### src/rtl/hilo_capture_pkg.sv
// Shared definitions for the HI/LO multiply-capture block: FSM state
// encoding, datapath widths and the overflow test on a 64-bit product.
package hilo_capture_pkg;

  localparam int WORD_W = 32;
  localparam int PROD_W = 64;
  // Settle counter width; SETTLE_CYCLES is limited to 1..15.
  localparam int CNT_W  = 4;

  typedef enum logic [1:0] {
    IDLE    = 2'd0,
    WAIT    = 2'd1,
    CAPTURE = 2'd2
  } state_t;

  // A product fits in 32 signed bits only when its upper word is a pure
  // sign extension of bit 31.
  function automatic logic prod_ovf(input logic [PROD_W-1:0] p);
    return p[PROD_W-1:WORD_W] != {WORD_W{p[WORD_W-1]}};
  endfunction

endpackage

### src/rtl/hilo_reg.sv
// HI/LO register pair. Each word is loaded either from its half of the
// captured product or from direct write data, and one word is muxed
// combinationally onto the read port (rd_sel_i: 0 = LO, 1 = HI).
module hilo_reg
  import hilo_capture_pkg::*;
(
  input  logic              clk_i,
  input  logic              srst_i,
  input  logic              cap_en_i,
  input  logic [PROD_W-1:0] cap_data_i,
  input  logic              wr_hi_i,
  input  logic              wr_lo_i,
  input  logic [WORD_W-1:0] wdata_i,
  input  logic              rd_sel_i,
  output logic [WORD_W-1:0] rdata_o
);

  // Word 0 is LO (product[31:0]), word 1 is HI (product[63:32]).
  genvar gi;
  generate
    for (gi = 0; gi < 2; gi++) begin : g_word
      logic              wr_en;
      logic [WORD_W-1:0] word_q;
      logic [WORD_W-1:0] word_d;

      assign wr_en = (gi == 0) ? wr_lo_i : wr_hi_i;

      // Next word value: capture takes precedence over a direct write.
      always_comb begin
        word_d = word_q;
        if (cap_en_i) begin
          word_d = cap_data_i[gi*WORD_W +: WORD_W];
        end else if (wr_en) begin
          word_d = wdata_i;
        end
      end

      // Word storage with synchronous clear.
      always_ff @(posedge clk_i) begin
        if (srst_i) begin
          word_q <= '0;
        end else begin
          word_q <= word_d;
        end
      end
    end
  endgenerate

  assign rdata_o = rd_sel_i ? g_word[1].word_q : g_word[0].word_q;

endmodule

### src/rtl/hilo_capture.sv
// Multiply-capture controller. On an accepted start it registers the
// operands toward an external multiplier, waits SETTLE_CYCLES for the
// product to settle, then loads HI/LO from the product and pulses done.
// Optional build macro: HILO_OVF_FLAG_EN enables the registered overflow
// flag; without it ovf is constant 0.
module hilo_capture
  import hilo_capture_pkg::*;
#(
  parameter int SETTLE_CYCLES = 2
) (
  input  logic              clock,
  input  logic              clear,
  input  logic              start,
  input  logic [WORD_W-1:0] op_a,
  input  logic [WORD_W-1:0] op_b,
  output logic [WORD_W-1:0] mul_q,
  output logic [WORD_W-1:0] mul_m,
  input  logic [PROD_W-1:0] product,
  input  logic              wr_hi,
  input  logic              wr_lo,
  input  logic [WORD_W-1:0] wdata,
  input  logic              rd_sel,
  output logic [WORD_W-1:0] rdata,
  output logic              busy,
  output logic              done,
  output logic              ovf
);

  // Counter reload: WAIT lasts SETTLE_CYCLES edges, giving a total latency
  // of SETTLE_CYCLES+1 edges from the start edge to the HI/LO update.
  localparam logic [CNT_W-1:0] SETTLE_LOAD = CNT_W'(SETTLE_CYCLES - 1);

  state_t             state_q, state_d;
  logic [CNT_W-1:0]   cnt_q, cnt_d;
  logic [WORD_W-1:0]  qop_q, qop_d;
  logic [WORD_W-1:0]  mop_q, mop_d;
  logic               done_q, done_d;
  logic               start_ok;
  logic               cap_en;
  logic               wr_ok;
  logic               wr_hi_ok;
  logic               wr_lo_ok;

  // Next-state, counter and operand logic; start is only honoured in IDLE.
  always_comb begin
    state_d  = state_q;
    cnt_d    = cnt_q;
    qop_d    = qop_q;
    mop_d    = mop_q;
    done_d   = 1'b0;
    start_ok = 1'b0;
    cap_en   = 1'b0;
    case (state_q)
      IDLE: begin
        if (start) begin
          start_ok = 1'b1;
          qop_d    = op_a;
          mop_d    = op_b;
          cnt_d    = SETTLE_LOAD;
          state_d  = WAIT;
        end
      end
      WAIT: begin
        if (cnt_q == '0) begin
          state_d = CAPTURE;
        end else begin
          cnt_d = cnt_q - 1'b1;
        end
      end
      CAPTURE: begin
        cap_en  = 1'b1;
        done_d  = 1'b1;
        state_d = IDLE;
      end
      default: begin
        state_d = IDLE;
      end
    endcase
  end

  // Direct writes only land in IDLE and lose to a same-cycle start.
  assign wr_ok    = (state_q == IDLE) && !start;
  assign wr_hi_ok = wr_ok && wr_hi;
  assign wr_lo_ok = wr_ok && wr_lo;

  // Control and operand registers; clear aborts any operation in flight.
  always_ff @(posedge clock) begin
    if (clear) begin
      state_q <= IDLE;
      cnt_q   <= '0;
      qop_q   <= '0;
      mop_q   <= '0;
      done_q  <= 1'b0;
    end else begin
      state_q <= state_d;
      cnt_q   <= cnt_d;
      qop_q   <= qop_d;
      mop_q   <= mop_d;
      done_q  <= done_d;
    end
  end

  assign mul_q = qop_q;
  assign mul_m = mop_q;
  assign busy  = (state_q != IDLE);
  assign done  = done_q;

  hilo_reg u_hilo_reg (
    .clk_i      (clock),
    .srst_i     (clear),
    .cap_en_i   (cap_en),
    .cap_data_i (product),
    .wr_hi_i    (wr_hi_ok),
    .wr_lo_i    (wr_lo_ok),
    .wdata_i    (wdata),
    .rd_sel_i   (rd_sel),
    .rdata_o    (rdata)
  );

`ifdef HILO_OVF_FLAG_EN
  logic ovf_q, ovf_d;

  // Overflow is judged on the captured product and forgotten as soon as
  // HI/LO are re-targeted by a new operation or a direct write.
  always_comb begin
    ovf_d = ovf_q;
    if (cap_en) begin
      ovf_d = prod_ovf(product);
    end else if (start_ok || wr_hi_ok || wr_lo_ok) begin
      ovf_d = 1'b0;
    end
  end

  // Overflow flag register.
  always_ff @(posedge clock) begin
    if (clear) begin
      ovf_q <= 1'b0;
    end else begin
      ovf_q <= ovf_d;
    end
  end

  assign ovf = ovf_q;
`else
  assign ovf = 1'b0;
`endif

endmodule

### config.mk
export PLATFORM = sky130hd
export DESIGN_NAME = hilo_capture
export DESIGN_NICKNAME = d
export VERILOG_FILES = /design/src/rtl/hilo_capture_pkg.sv /design/src/rtl/hilo_reg.sv /design/src/rtl/hilo_capture.sv
export SDC_FILE = /design/constraint.sdc
export NUM_CORES = 1
export LEC_CHECK = 0
export ABC_CLOCK_PERIOD_IN_PS = 3200
export CORE_MARGIN = 10
export CORE_UTILIZATION = 60
export CTS_CLUSTER_DIAMETER = 100
export DETAILED_ROUTE_END_ITERATION = 10
export DONT_BUFFER_PORTS = 1
export GPL_TIMING_DRIVEN = 1
export HOLD_SLACK_MARGIN = 0.03
export PLACE_DENSITY = 0.77
export SYNTH_ARGS = -nofsm -noshare
export SYNTH_HDL_FRONTEND = slang
export SYNTH_SLANG_ARGS = --single-unit
### constraint.sdc
create_clock -name clock -period 3.2 [get_ports clock]
set_input_delay 0.96 -clock clock [delete_from_list [all_inputs] [get_ports clock]]
set_output_delay 0.96 -clock clock [all_outputs]
set_load 0.05 [all_outputs]
* Yosys cells after proc, flatten, opt, wreduce, memory -nomap -nowiden
Index checks and enable logic that the tools add are counted.
Widths: inputs -> output; s select.
** Word-level totals
- Bits in registers :: 135
- Input port bits :: 166
- Output and inout port bits :: 99
- Logic and storage cells :: 38
** Operators by class
- Add/sub/neg operators :: 1
- Equal/unequal tests :: 5
- Multiplexer cells :: 12
- Reductions and logical operators :: 13
** Operators with widths (number)
- $mux 32 :: 5
- $mux 4 :: 2
- $pmux 4 s2 :: 1
- $reduce_bool 2->1 :: 4
- $ne 2x2->1 const B :: 3
- $logic_not 4->1 :: 1
- $mux 2 :: 2
- $pmux 2 s2 :: 1
- $reduce_and 2->1 :: 2
- $sub 4x1->4 const B :: 1
- $logic_and 1x1->1 :: 3
- $reduce_and 3->1 :: 1
- $eq 2x1->1 const B :: 1
- $eq 2x2->1 const B :: 1
- $logic_not 2->1 :: 1
- $logic_not 1->1 :: 1
- $mux 1 :: 1

* Logic depth before layout (Yosys ltp)
Gate-level depths: netlist (run 1).
- Word-level depth :: 5
- Mapped depth :: 7
- Gate-level depth less buffers :: 6

* By module
From an unflattened synthesis (run 1), not the netlist that was laid out.
** Unflattened totals
- Cell total of the unflattened synthesis :: 641
- Area total of the unflattened synthesis :: 6165.9 um^2
** Modules (own cells, without submodules)
- hilo_reg :: times used 1, cells an instance 321, area each 3575.9 um^2, sequential area each 1281.2 um^2
- hilo_capture :: times used 1, cells an instance 320, area each 2590.0 um^2, sequential area each 1421.4 um^2

* Worst setup path after synthesis (run 1)
No wires, ideal clock.
- Path type :: input to output
- Start :: input rd_sel
- End :: output rdata[23]
- Arrival time :: 1.880 ns
- Required time :: 2.240 ns
- Path slack :: 0.360 ns
- Stages :: 3
- Buffers on the path :: 2
- Path through :: clkbuf_1 > buf_2 > mux2_1
** On the way
- Cells in the longest elaborated chain, start to end :: 1
** RTL lines
- start: declaration :: line hilo_capture.sv:22 : input logic rd_sel,
- $mux 32 :: line hilo_reg.sv:49 : assign rdata_o = rd_sel_i ? g_word[1].word_q : g_word[0].word_q;
- end: declaration :: line hilo_capture.sv:23 : output logic [WORD_W-1:0] rdata,
No other way between the ends.

* Worst setup path after layout (run 1)
- Start :: register state_q[1]
- End :: output busy
** On the way
- Cells in the longest elaborated chain, start to end :: 1
** RTL lines
- start: declaration :: line hilo_capture.sv:33 : state_t state_q, state_d;
- start signal: assignment :: line hilo_capture.sv:95 : state_q <= state_d;
- $reduce_bool 2->1 :: line hilo_capture.sv:105 : assign busy = (state_q != IDLE);
- end: declaration :: line hilo_capture.sv:24 : output logic busy,
No other way between the ends.

==> flow_summary_export.csv, run 1 <==
group,metric,value,unit
yosys,synth-edff-count,0,
detailed_routing,drt_iter0_markers,332,
clock_tree,cts_resized,0,
timing,setup_tns,0,ps
yosys,ys_seq_area_share,44.5,%
clock_tree,postCtsSetupRepairBufs,0,
timing,hold_ws,484,ps
floorplan,die_area,14600,um2
floorplan,chipHeight,121,um
job,drv_cap,0,
yosys,yosys_warnings,0,
yosys,syn_inst,680,
global_route,grt-ovfl-total,0,
finish,drive_gt1_share,15.9,%
yosys,syn_nets,847,
timing,fmax,387,MHz
clock_tree,holdBufCountCts,0,
detailed_routing,vias_per_cell,6.03,
timing,rsz0062_at_grt,"no",
yosys,synth-seq-cells,135,
place,pre_cts_slack,650,ps
yosys,yosysMostFrequentCell,"dfxtp_1",
yosys,synth_common_cells,"135 x dfxtp_1, 129 x nand2_1, 67 x nor2_1",
clock_tree,clkSlewWorstSetupHoldPaths,60,ps
place,port_buffers,0,
global_route,grtUsageTotal,22.1,%
yosys,syn_area,6080,um2
status,status,"complete, no violations",
floorplan,fp-row-count,36,
place,place_congestion,0.805,
critical_path,startpoint,"state_q[1]",
critical_path,worstPathCellList,"or2_1",
critical_path,critPathKind,"flop to primary output",
critical_path,path_depth,1,
clock_tree,cts_buffer_depth,2,
floorplan,initial_core_util,61.9,%
critical_path,critPathTopFamily,"flip-flops",
yosys,synth.distinct_cells,40,
place,placed_cells,760,
critical_path,arrival,1620,ps
global_route,grt_antenna_before_repair,2,
finish,fin_nets,813,
power_and_ir_drop,vdd_ir_drop_max,0.296,mV
clock_tree,clock_sinks,135,
yosys,synth_area_leader_cell,"dfxtp_1",
floorplan,core,9820,um2
finish,final_cells,794,
global_route,grt_first_pass_wirelength,26.5,mm
power_and_ir_drop,powerDensity,684,nW/um2
hold_path,holdCritStartpoint,"u_hilo_reg.g_word[0].word_q[31]",
critical_path,rr_worst_depth,4,
clock_tree,cts_made_buffers,17,
critical_path,crit_fanout,10,
finish,area_growth,7.25,%
yosys,yosys-top-cells-area,"dfxtp_1 44%, nand2_1 8.0%, a211oi_2 5.6%, a21oi_1 5.4%, mux2i_1 5.3%",
yosys,async_flop_share,0,%
critical_path,max_stage_delay,560,ps
critical_path,rr_endpoint,"cnt_q[1]",
global_route,grt_pass1_vias,4992,
timing,skew,7.54,ps
detailed_routing,drc,0,
detailed_routing,routed_wl,16.8,mm
critical_path,worstPathRequired,2240,ps
detailed_routing,wl_per_cell,21.1,um
critical_path,worstSetupEndpoint,"busy",
yosys,synth_top_area_share,44.5,%
yosys,avgSynthCellArea,8.94,um2
global_route,grt_max_degree,136,
critical_path,critPathCaptureType,"primary output",
timing,final.setup.worst_slack,618,ps
place,hpwl,12.1,mm
clock_tree,cts_max_level,4,
timing,finalCritPeriodShare,80.7,%
critical_path,r2r_slack,1000,ps
clock_tree,clock_latency,500,ps
clock_tree,cts_tree,"yes",
critical_path,r2r_start,"state_q[1]",
critical_path,critPathSlowestCell,"dfxtp_1",
detailed_routing,vias,4789,
power_and_ir_drop,leakage,2.42,nW
detailed_routing,ant_nets,0,
detailed_routing,dr.pass1.iters,5,
timing,setup_viol,0,
timing,slew_headroom,15.8,%
finish,register_area,2700,um2
timing,fin_crit,2580,ps
timing,drv_slew,0,
clock_tree,root_buffer,"clkbuf_8",
place,postPlaceCellArea,5980,um2
floorplan,die_x,121,um
yosys,ys.flop_type,"dfxtp_1",
finish,fillers,840,
timing,tightest_slew,1260,ps
critical_path,worst-path-buf-inv,0,
critical_path,crit_path_start_kind,"flop",
floorplan,ios,265,
hold_path,hold_path_class,"flop to flop",
finish,fin_area,6520,um2
finish,multiInputGateArea,3020,um2
timing,hold_viol,0,
## sequential cells by signal (all words and copies together), names as in the netlist
signal / flops
cnt_q: 4
done: 1
mul_m: 32
mul_q: 32
state_q: 2
u_hilo_reg.g_word.word_q: 64
## cell usage in the layout, fill, tap and decap left out, drive strengths merged, types with 2 or more instances in the layout
cell / instances
mux2: 33
nor3: 3
a211oi: 32
mux2i: 32
nor2b: 2
buf: 9
and2: 32
diode: 2
inv: 10
a2bb2oi: 32
o21ai: 2
clkbuf: 18
clkinv: 3
a31oi: 32
nor2: 70
a21oi: 67
nand2: 129
or3b: 2
clkinvlp: 5
dfxtp: 135
## layer usage
metal | up-vias | routed length (um) | track usage, %
met4 | 0 | 214 | 7.39
met5 | - | 0 | 0
met3 | 20 | 1700 | 9.21
met2 | 218 | 8330 | 36.9
met1 | 2265 | 6520 | 24.8
li1 | 2286 | - | -
## area by class of cell
type | instances | area share (%)
antenna | 2 | 0.0768
sequential | 135 | 41.5
tap | 133 | 2.55
clock inverter | 14 | 1.79
timing repair buffer | 9 | 1.04
multi-input combinational | 479 | 46.4
clock buffer | 18 | 6.41
inverter | 4 | 0.269
## metrics by stage
step	total power, mW	utilization, %
after floorplan	2.71	-
after global placement	2.74	60.9
after detailed placement	2.77	60.9
after CTS	4.50	66.3
after global routing	4.63	66.4
final	4.46	66.4
## power breakdown
group	switching (mW)	total, mW	internal (mW)
clock network	0.766	1.74	0.969
registers	0.282	2.09	1.81
logic	0.413	0.633	0.219
## cells by family after synthesis
logic type / Yosys count / share of synthesized area [%]
buffers and inverters: 66 / 5.97
multiplexers: 65 / 11.4
XOR/XNOR: 1 / 0.144
AND/OR/NAND/NOR: 244 / 17.5
AO/OA/AOI/OAI: 167 / 20.2
other: 1 / 0.0617
adder cells (fa/ha/maj): 1 / 0.206
flip-flops: 135 / 44.5
## how the worst min path moves through the flow
| stage | endpoint | slack, ps | depth (start not counted) |
|---|---|---|---|
| finish | u_hilo_reg.g_word[0].word_q[31] | 480 | 2 |
| global route | mul_q[19] | 500 | 1 |
| CTS | u_hilo_reg.g_word[0].word_q[9] | 490 | 2 |
| detailed placement | u_hilo_reg.g_word[0].word_q[9] | 470 | 2 |
| global placement | u_hilo_reg.g_word[0].word_q[8] | 460 | 2 |
| floorplan | u_hilo_reg.g_word[0].word_q[15] | 450 | 2 |
Note: power is estimated with default switching activity, not from simulation.
==> inputs of run 2 (changes only) <==
--- a/config.mk
+++ b/config.mk
@@ -5,7 +5,7 @@
 export SDC_FILE = /design/constraint.sdc
 export NUM_CORES = 1
 export LEC_CHECK = 0
-export ABC_CLOCK_PERIOD_IN_PS = 3200
+export ABC_CLOCK_PERIOD_IN_PS = 2600
 export CORE_MARGIN = 10
 export CORE_UTILIZATION = 60
 export CTS_CLUSTER_DIAMETER = 100
==> constraint.sdc (replaced) <==
create_clock -name clock -period 2.6 [get_ports clock]
set_input_delay 0.78 -clock clock [delete_from_list [all_inputs] [get_ports clock]]
set_output_delay 0.78 -clock clock [all_outputs]
set_load 0.05 [all_outputs]
==> flow_summary_export.csv, run 2 (same netlist as run 1, synthesis figures left out) <==
group,metric,value,unit
global_route,grt-ovfl-total,0,
timing,fmax,399,MHz
critical_path,critPathCaptureType,"primary output",
global_route,grt_pass1_vias,4927,
global_route,grt_first_pass_wirelength,25.8,mm
critical_path,worstPathCellList,"or2_1",
place,postPlaceCellArea,6010,um2
clock_tree,cts_made_buffers,17,
floorplan,chipHeight,121,um
global_route,grt_max_degree,136,
timing,skew,7.12,ps
floorplan,core,9820,um2
global_route,grt_antenna_before_repair,1,
finish,fin_util,67.5,%
timing,hold_viol,0,
critical_path,worst-path-buf-inv,0,
finish,register_area,2700,um2
timing,finalCritPeriodShare,96.4,%
detailed_routing,drc,0,
critical_path,crit_fanout,21,
clock_tree,cts_max_level,4,
finish,largest_register_ff_count,64,
critical_path,arrival,1730,ps
critical_path,critPathSlowestCell,"dfxtp_2",
hold_path,hold_end,"mul_q[21]",
job,drv_cap,0,
hold_path,holdPathStages,1,
floorplan,fp-row-count,36,
clock_tree,cts_tree,"yes",
clock_tree,postCtsSetupRepairBufs,0,
detailed_routing,vias,4881,
place,port_buffers,0,
critical_path,max_stage_delay,630,ps
clock_tree,clkSlewWorstSetupHoldPaths,60,ps
finish,most-common-layout-cells,"134 x dfxtp_1, 129 x nand2_1, 67 x nor2_1",
place,place_congestion,0.795,
critical_path,r2r_start,"state_q[0]",
global_route,grtUsageTotal,21.8,%
critical_path,worstPathRequired,1820,ps
clock_tree,root_buffer,"clkbuf_8",
clock_tree,cts_resized,0,
floorplan,initial_core_util,61.9,%
hold_path,hold_path_class,"input port to flop",
critical_path,rr_worst_depth,4,
timing,rsz0062_at_grt,"no",
floorplan,die_area,14600,um2
critical_path,path_depth,1,
detailed_routing,ant_nets,0,
timing,final.setup.worst_slack,92.9,ps
detailed_routing,routed_wl,17.0,mm
detailed_routing,dr.pass1.iters,5,
timing,fin_crit,2510,ps
finish,drive_gt1_share,16.3,%
clock_tree,cts_buffer_depth,2,
finish,multiInputGateArea,3020,um2
power_and_ir_drop,leakage,2.48,nW
timing,tightest_slew,760,ps
finish,fillers,803,
finish,layout_commonest_cell,"dfxtp_1",
floorplan,die_x,121,um
hold_path,holdCritStartpoint,"clear",
power_and_ir_drop,powerDensity,882,nW/um2
clock_tree,holdBufCountCts,0,
power_and_ir_drop,vdd_ir_drop_max,0.402,mV
critical_path,r2r_slack,590,ps
finish,area_growth,9.00,%
place,pre_cts_slack,516,ps
detailed_routing,wl_per_cell,21.4,um
timing,drv_slew,0,
detailed_routing,drt_iter0_markers,376,
status,status,"complete, no violations",
timing,setup_viol,0,
timing,slew_headroom,49.3,%
finish,fin_nets,815,
floorplan,ios,265,
finish,fin_area,6630,um2
critical_path,crit_path_start_kind,"flop",
timing,setup_tns,0,ps
detailed_routing,vias_per_cell,6.14,
clock_tree,clock_sinks,135,
critical_path,rr_endpoint,"u_hilo_reg.g_word[1].word_q[17]",
finish,regMostFlops,"u_hilo_reg.g_word.word_q",
critical_path,critPathKind,"flop to primary output",
critical_path,critPathTopFamily,"flip-flops",
place,hpwl,12.1,mm
clock_tree,clock_latency,510,ps
-- run 2: changes by cell type in the layout (fill, tap and decap cells not counted), sizes merged --
cell / delta
clkinvlp: -2
diode: -1
inv: +2
buf: +2
clkinv: -3
bufinv: +3
-- run 2: how the worst max path moves through the flow --
| stage | startpoint | to | slack (ps) |
|---|---|---|---|
| floorplan | rd_sel | rdata[23] | 120 |
| global placement | rd_sel | rdata[30] | 520 |
| detailed placement | rd_sel | rdata[23] | 520 |
| CTS | state_q[0] | busy | 60 |
| global route | state_q[0] | busy | 20 |
| finish | state_q[0] | busy | 90 |
-- run 2: worst register-to-register path: cells and delay by family, from the launching register on --
kind	cells	cell delay (ps)
AOI/OAI and AO/OA	1	110
buffers and inverters	1	310
DFF	1	470
muxes	1	390
and+or+nand+nor	1	610
-- run 2: layout make-up --
type	count	area share, %
inverters	4	0.264
diodes	1	0.0378
clock buffers	18	6.46
flip-flops and latches	135	40.8
multi-input cells	479	45.6
well taps	133	2.51
repair buffers	11	1.44
clock inverters	14	2.83
-- run 2: report_power, final --
group | switching, mW | internal, mW
logic | 0.518 | 0.277
registers | 0.345 | 2.23
clock network | 0.956 | 1.52
-- run 2: metrics by stage --
step | hold slack [ps] | power, mW | cells
final | 338 | 5.84 | 795
after global routing | 319 | 6.05 | 795
after CTS | 310 | 5.89 | 794
after detailed placement | 474 | 3.41 | 762
after global placement | 462 | 3.38 | 762
after floorplan | 448 | 3.33 | 680
-- run 2: layer usage --
layer,routed length [um],vias up,track usage [%],part of all wire [%]
met4,193,0,7.47,1.1
met3,1890,18,9.12,11
li1,-,2283,-,-
met5,0,-,0,0
met1,6290,2341,22.8,37
met2,8660,239,38.4,51
